==> src/rtl/timer_counter.sv <==
// Memory-mapped programmable down-counter with a one-shot or auto-reload interrupt.
// Optional prescaler on offset 3 is enabled by defining TIMER_PRESCALE_EN.
module timer_counter #(
    parameter int COUNT_W             = 32,
    parameter bit HALT_ON_ZERO_PRESET = 1'b1
) (
    input  logic        clk,
    input  logic        reset,
    input  logic [1:0]  addr,
    input  logic        we,
    input  logic [3:0]  be,
    input  logic [31:0] din,
    output logic [31:0] dout,
    output logic        irq
);

    typedef enum logic [1:0] {S_IDLE, S_LOAD, S_CNT, S_INT} state_t;

    typedef struct packed {
        logic       im;
        logic [1:0] mode;
        logic       en;
    } ctrl_t;

    function automatic logic [31:0] byte_merge(input logic [31:0] old,
                                               input logic [31:0] wd,
                                               input logic [3:0]  b);
        logic [31:0] r;
        r = old;
        for (int i = 0; i < 4; i++)
            if (b[i]) r[8*i +: 8] = wd[8*i +: 8];
        return r;
    endfunction

    state_t               state_q, state_d;
    ctrl_t                ctrl_q, ctrl_d, ctrl_w;
    logic [COUNT_W-1:0]   preset_q, preset_d;
    logic [COUNT_W-1:0]   count_q, count_d;
    logic                 flag_q, flag_d;
    logic                 irq_q, irq_d;
    logic                 tick;
    logic                 wr_any, ctrl_wr, preset_wr;
    logic [31:0]          preset_rd, count_rd, preset_merged, psc_rd;

    assign wr_any    = we && (be != 4'b0000);
    assign ctrl_wr   = wr_any && (addr == 2'd0);
    assign preset_wr = wr_any && (addr == 2'd1);

    always_comb begin
        preset_rd = '0;
        preset_rd[COUNT_W-1:0] = preset_q;
        count_rd = '0;
        count_rd[COUNT_W-1:0] = count_q;
    end

    assign preset_merged = byte_merge(preset_rd, din, be);
    assign preset_d      = preset_wr ? preset_merged[COUNT_W-1:0] : preset_q;

    // CTRL fields live in byte 0; a write with only upper byte enables still
    // counts as a CTRL write for flag clearing.
    always_comb begin
        ctrl_w = ctrl_q;
        if (ctrl_wr && be[0]) ctrl_w = ctrl_t'(din[3:0]);
    end

    always_comb begin
        state_d = state_q;
        ctrl_d  = ctrl_w;
        count_d = count_q;
        flag_d  = flag_q;

        case (state_q)
            S_IDLE: if (ctrl_w.en) state_d = S_LOAD;
            S_LOAD: begin
                count_d = preset_q;
                if (HALT_ON_ZERO_PRESET && (preset_q == '0)) state_d = S_INT;
                else                                         state_d = S_CNT;
            end
            S_CNT: begin
                if (tick) begin
                    if (count_q == '0) state_d = S_INT;
                    else               count_d = count_q - COUNT_W'(1);
                end
            end
            S_INT: begin
                if (ctrl_w.mode == 2'd1) begin
                    state_d = S_LOAD;
                end else begin
                    state_d = S_IDLE;
                    if (!ctrl_wr) ctrl_d.en = 1'b0;
                end
            end
        endcase

        // Disabling via CTRL aborts from any state and freezes COUNT.
        if (ctrl_wr && !ctrl_w.en) begin
            state_d = S_IDLE;
            count_d = count_q;
        end

        if (ctrl_wr)
            flag_d = 1'b0;
        else if ((state_d == S_INT) && (state_q != S_INT))
            flag_d = 1'b1;
        else if ((state_q == S_INT) && (ctrl_w.mode == 2'd1))
            flag_d = 1'b0;

        irq_d = ctrl_d.im & flag_d;
    end

    always_ff @(posedge clk or negedge reset) begin
        if (!reset) begin
            state_q  <= S_IDLE;
            ctrl_q   <= '0;
            preset_q <= '0;
            count_q  <= '0;
            flag_q   <= 1'b0;
            irq_q    <= 1'b0;
        end else begin
            state_q  <= state_d;
            ctrl_q   <= ctrl_d;
            preset_q <= preset_d;
            count_q  <= count_d;
            flag_q   <= flag_d;
            irq_q    <= irq_d;
        end
    end

`ifdef TIMER_PRESCALE_EN
    logic [15:0] psc_cnt_q, psc_cnt_d;
    logic [15:0] psc_val_q, psc_val_d;
    logic        tick_q, tick_d;
    logic        psc_wr;

    assign psc_wr = wr_any && (addr == 2'd3);

    always_comb begin
        psc_val_d = psc_val_q;
        if (psc_wr && be[0]) psc_val_d[7:0]  = din[7:0];
        if (psc_wr && be[1]) psc_val_d[15:8] = din[15:8];
    end

    // The tick is registered off the prescaler wrap, so the first decrement
    // lands PRESCALE+2 clocks into CNT and then every PRESCALE+1 clocks.
    always_comb begin
        psc_cnt_d = psc_cnt_q;
        tick_d    = 1'b0;
        if (state_q == S_LOAD) begin
            psc_cnt_d = '0;
        end else if (state_q == S_CNT) begin
            if (psc_cnt_q == psc_val_q) begin
                psc_cnt_d = '0;
                tick_d    = 1'b1;
            end else begin
                psc_cnt_d = psc_cnt_q + 16'd1;
            end
        end
    end

    always_ff @(posedge clk or negedge reset) begin
        if (!reset) begin
            psc_cnt_q <= '0;
            psc_val_q <= '0;
            tick_q    <= 1'b0;
        end else begin
            psc_cnt_q <= psc_cnt_d;
            psc_val_q <= psc_val_d;
            tick_q    <= tick_d;
        end
    end

    assign tick   = tick_q;
    assign psc_rd = {16'b0, psc_val_q};
`else
    assign tick   = 1'b1;
    assign psc_rd = '0;
`endif

    always_comb begin
        case (addr)
            2'd0:    dout = {28'b0, ctrl_q};
            2'd1:    dout = preset_rd;
            2'd2:    dout = count_rd;
            default: dout = psc_rd;
        endcase
    end

    assign irq = irq_q;

endmodule

==> config.mk <==
export PLATFORM = sky130hd
export DESIGN_NAME = timer_counter
export DESIGN_NICKNAME = d
export VERILOG_FILES = /design/src/rtl/timer_counter.sv
export SDC_FILE = /design/constraint.sdc
export NUM_CORES = 1
export LEC_CHECK = 0
export CORE_MARGIN = 1
export CORE_UTILIZATION = 37
export DETAILED_ROUTE_END_ITERATION = 10
export HOLD_SLACK_MARGIN = 0.02
export SLEW_MARGIN = 0
export SYNTH_ARGS = -nofsm -noshare
export SYNTH_HDL_FRONTEND = slang
export SYNTH_SLANG_ARGS = --single-unit
export TNS_END_PERCENT = 30
==> constraint.sdc <==
create_clock -name clk -period 2.2 [get_ports clk]
set_clock_uncertainty 0.15 [all_clocks]
set_input_delay 0.44 -clock clk [delete_from_list [all_inputs] [get_ports clk]]
set_output_delay 0.44 -clock clk [all_outputs]
set_load 0.02 [all_outputs]
Word level (Yosys, flattened, before mapping)
Index checks and enable logic that the tools add are counted.
{ "word_totals": {"register_bits": 72, "inputBits": 41, "out_inout_bits": 33, "word_cells": 58} }
{ "classes": {"n_addsub": 1, "eq_ne": 9, "muxes": 16, "bitwise": 2, "n_reduce_logical": 19} }
{ "op_table": {"columns": ["op", "count"], "rows": [
  ["32-bit one-hot mux with 3 select lines", 1],
  ["32-bit logical NOT", 2],
  ["32-bit one-hot mux with 2 select lines", 1],
  ["32-bit 2-to-1 mux", 1],
  ["32-bit by 1-bit subtractor with 32-bit output, second input constant", 1],
  ["2-bit == test, second input constant", 4],
  ["1-bit 2-to-1 mux", 8],
  ["2-bit one-hot mux with 4 select lines", 1],
  ["2-bit AND reduction", 4],
  ["1-bit logical AND", 7],
  ["2-bit by 1-bit == test with 1-bit output, second input constant", 3],
  ["2-bit 2-to-1 mux", 3],
  ["2-bit logical NOT", 2],
  ["4-bit 2-to-1 mux", 1],
  ["2-bit inequality test, second input constant", 2],
  ["4-bit nonzero test", 1],
  ["3-bit AND reduction", 1],
  ["2-bit nonzero test", 1],
  ["1-bit bitwise AND", 1],
  ["1-bit logical NOT", 1],
  ["1-bit NOT", 1]
]} }

Longest topological paths before layout
{ "depth": {"depth_word": 14, "depth_mapped": 9, "mapped_depth_nobuf": 7} }

Least setup slack after synthesis
No wires, ideal clock.
{ "synth_path": {"path_type": "input -> register", "from": "in addr[1]", "to": "reg count_q[3]", "setup_ns": 0.121, "arrival_time_ns": 2.181, "required_time_ns": 1.929, "setup_slack_ns": -0.253, "stages": 9, "path_buffers": 4, "path_cell_list": "buf_2 > nor4bb_1 > buf_2 > mux2i_1 > a21bo_1 > clkbuf_1 > clkbuf_1 > nor3_1 > o22a_1"} }
{ "synth_between": {"elab_chain_len": 8} }
{ "synth_rtl": {"columns": ["element", "line_no", "text"], "rows": [
  ["start: declaration", "9", "input logic [1:0] addr,"],
  ["2-bit logical NOT (*)", "46", "assign ctrl_wr = wr_any && (addr == 2'd0);"],
  ["1-bit logical AND (*)", "46", null],
  ["1-bit logical AND", "63", "if (ctrl_wr && be[0]) ctrl_w = ctrl_t'(din[3:0]);"],
  ["4-bit 2-to-1 mux", "63", null],
  ["1-bit logical NOT", "96", "if (ctrl_wr && !ctrl_w.en) begin"],
  ["1-bit logical AND (*)", "96", null],
  ["1-bit NOT (no line) (*)", null, null],
  ["3-bit AND reduction (no line) (*)", null, null],
  ["end signal: assignment", "123", "count_q <= count_d;"],
  ["end: declaration", "38", "logic [COUNT_W-1:0] count_q, count_d;"]
]} }
Every way passes the cells marked *; elsewhere a longest branch is shown, timed or not.
A chain may end at the register's enable or synchronous reset.

Worst setup path after layout
{ "layout_path": {"from": "reg count_q[5]", "to": "reg count_q[30]"} }
{ "layout_between": {"elab_chain_len": 3, "word_cells_on_any_way": 6, "cone_classes": "1 x add/sub; 1 x eq/ne; 2 x mux; 2 x reduce/logical"} }
{ "layout_rtl": {"columns": ["element", "line_no"], "rows": [
  ["32-bit by 1-bit subtractor with 32-bit output or 32-bit logical NOT (tied branches)", "82, 81"],
  ["32-bit 2-to-1 mux or 2-bit inequality test (tied branches)", null],
  ["32-bit one-hot mux with 2 select lines or 3-bit AND reduction (tied branches)", null]
]} }
Several ways; a longest one is shown, not always the timed one. The select of a mux whose other input is x is not followed.

==> out/results.ini <==
[clock_network]
cts_root_buf = clkbuf_16
clk_latency_ns = 0.34
numCtsBuffers = 9
cts.sinks = 72
clockBufferDepth = 2
tritoncts = yes
htreeDepth = 3
clk_pin_slew_ns = 0.06

[synth]
synth_top_area_share_pct = 41.9
synth.most_common_cell = dfrtp_1
syn_avg_cell_area_um2 = 9.87
seq_area_frac_synth_pct = 41.9
syn-cell-area_um2 = 4300
synth.area.top_cells = dfrtp_1 42%, mux2_2 9.2%, a22o_1 5.7%
mappedNetlistNets = 483
yosysWarnings = 0
synth_top_area_cell = dfrtp_1
synthFlopType = dfrtp_1
synthCells = 436
ys_ff_latch = 72
async_reset_ff_share_pct = 100
synthTopCellsByCount = 72 x dfrtp_1, 36 x nor2_1, 35 x mux2_2
synth-edff-count = 0
ys_types = 55

[finish]
area_growth_pct = 55.0
n_antenna_cell = 0
final_cells = 755
fillerInstances = 1000
register_area_um2 = 1800
multi_input_area_um2 = 2680
final_core_util_pct = 58.6
drive_above_1_share_pct = 43.1
nets = 654

[floorplan]
initial_core_util_pct = 37.8
io_pins = 74
die_y_um = 110
die_area_um2 = 12100
core_area_um2 = 11400
die_w_um = 110
num_rows = 39

[timing]
finalWorstSetupSlack_ns = -0.0465
finalSetupViolCount = 2
final_max_slew_viol_count = 0
worstMarginPinSlew_ns = 0.462
period_needed_ns = 2.25
rsz0062_at_grt = yes
fmax_mhz = 445
slew-limit-headroom_pct = 69.2
fin_setup_tns_ns = -0.0537
hold-worst-slack_ns = 0.403
finalCritPeriodShare_pct = 102
hold_viol = 0

[drt]
avgRoutedWirePerCell_um = 20.4
vias = 4427
viasPerCell = 5.86
drt.antenna.violating_nets = 0
drc_errors = 0
totalWireLength_mm = 15.4
drtIter0Drc = 250
firstDrtPassIters = 5

[pwr]
p_leak_nw = 2.81
seq_power_share_pct = 26.9
vdd_drop_max_mv = 0.614
internal_power_w = 0.00538
p_sw_w = 0.00364
swShare_pct = 40.3
clockPowerShare_pct = 17.7
p_per_area_nw_per_um2 = 1350
combPwrFrac_pct = 55.4

[critical_path]
required_ns = 2.26
setup.worst_path.start_class = flop
crit_path_end_kind = flop
cp.arrival_ns = 2.31
crit_type = reg2reg
reg2reg_slack_ns = -0.05
crit_fanout = 4

[global_routing]
grt_pass1_vias = 4347
grt_max_degree = 33
grt_use_total_pct = 26.0
antenna_found_initial = 0
grt_pass1_wl_mm = 23.4
grt_overflow = 0

[run_status]
violations = setup timing
outcome = finished with violations

[placed_design]
numPortBuffers = 73
dp_cells = 725
preCtsSetupSlack_ns = -0.616
dp_hpwl_mm = 10.4
gp_congestion = 0.857

[min_path]
hp-class = reg2reg

[flow_run]
maxCapViolations = 0

[state kept, by name, summed over array words and instances (netlist names)]
signal / count
flag_q: 1
preset_q: 32
count_q: 32
irq: 1
ctrl_q: 4
state_q: 2
[routing by layer]
layer	vias up	wire length, um	track usage (%)
met3	42	1120	4.45
met5	-	0	0
met1	2175	6440	34.3
met2	174	7270	41.7
met4	0	578	11.2
li1	2036	-	-
[critical path, cell delays in order, from the launching register on]
cell and delay (ns):
dfrtp_1 0.43, nor4_2 0.32, buf_4 0.18, nand4_1 0.18, buf_6 0.19, o41a_1 0.39
o31ai_2 0.18, o21ai_1 0.10
[worst paths after layout]
check,to,cells past startpoint,from
setup / recovery,count_q[30],7,count_q[5]
hold / removal,ctrl_q[1],1,ctrl_q[1]
setup reg to reg,count_q[30],7,count_q[5]
hold reg to reg,ctrl_q[1],1,ctrl_q[1]
max in group asynchronous,count_q[16],3,reset
min in group asynchronous,preset_q[12],2,reset
[logic make-up (layout without fill, tap and decap cells)]
family / after synthesis / in the layout / synth area share, %
flops: 72 / 72 / 41.9
mux: 44 / 44 / 11.3
buf+inv: 38 / 213 / 3.61
compound gates: 130 / 130 / 22.9
fa+ha+maj: 6 / 6 / 1.74
simple gates: 146 / 147 / 18.7
[timing repair]
| item | 4_1_cts | 5_1_grt |
|---|---|---|
| pin swaps | 3 | 14 |
| endpoints found under the setup margin | 67 | 65 |
| hold endpoints to repair | 15 | 0 |
| gates cloned | 2 | 3 |
| hold buffers | 1 | 0 |
| gates resized for setup | 149 | 82 |
| setup buffers | 2 | 6 |
[cell type report]
class,count,share of cell area (%)
timing repair buffer,189,24.8
clock inverter,5,1.20
clock buffer,11,3.64
sequential,72,27.0
tap,143,2.68
inverter,8,0.507
multi-input combinational,327,40.1
[cell usage in the layout, fill, tap and decap left out, types with 4 or more instances in the layout]
cell type,n
a211oi_1,6
a211oi_2,8
a21oi_1,8
a22o_1,28
a2bb2oi_1,4
a2bb2oi_2,5
a31oi_1,11
buf_12,5
buf_2,14
buf_4,118
buf_6,5
clkbuf_16,11
clkdlybuf4s50_1,36
dfrtp_1,71
inv_1,5
mux2_2,35
mux2i_1,8
nand2_1,21
nand2b_1,4
nand3_1,7
nand4_1,4
nand4b_1,4
nor2_1,34
nor3_1,19
nor4_1,8
nor4_4,4
o21ai_0,9
o21ai_1,5
o22a_1,17
o22ai_1,5
or2_4,4
or3_1,4
or4_4,4
[power groups by stage]
stage                     logic, W  clock network [W]  registers, W
after floorplan            0.00258                  0       0.00230
after global placement     0.00431                  0       0.00235
after detailed placement   0.00441                  0       0.00235
after CTS                  0.00444            0.00162       0.00236
after global routing       0.00537            0.00169       0.00249
final                      0.00499            0.00160       0.00243
[metrics by stage]
step | power, W | instance area [um2]
after CTS | 0.00842 | 6310
after global placement | 0.00666 | 5940
after floorplan | 0.00488 | 4350
after detailed placement | 0.00676 | 5940
after global routing | 0.00954 | 6670
final | 0.00902 | 6670
No activity file was read; power rests on OpenSTA's default activity.
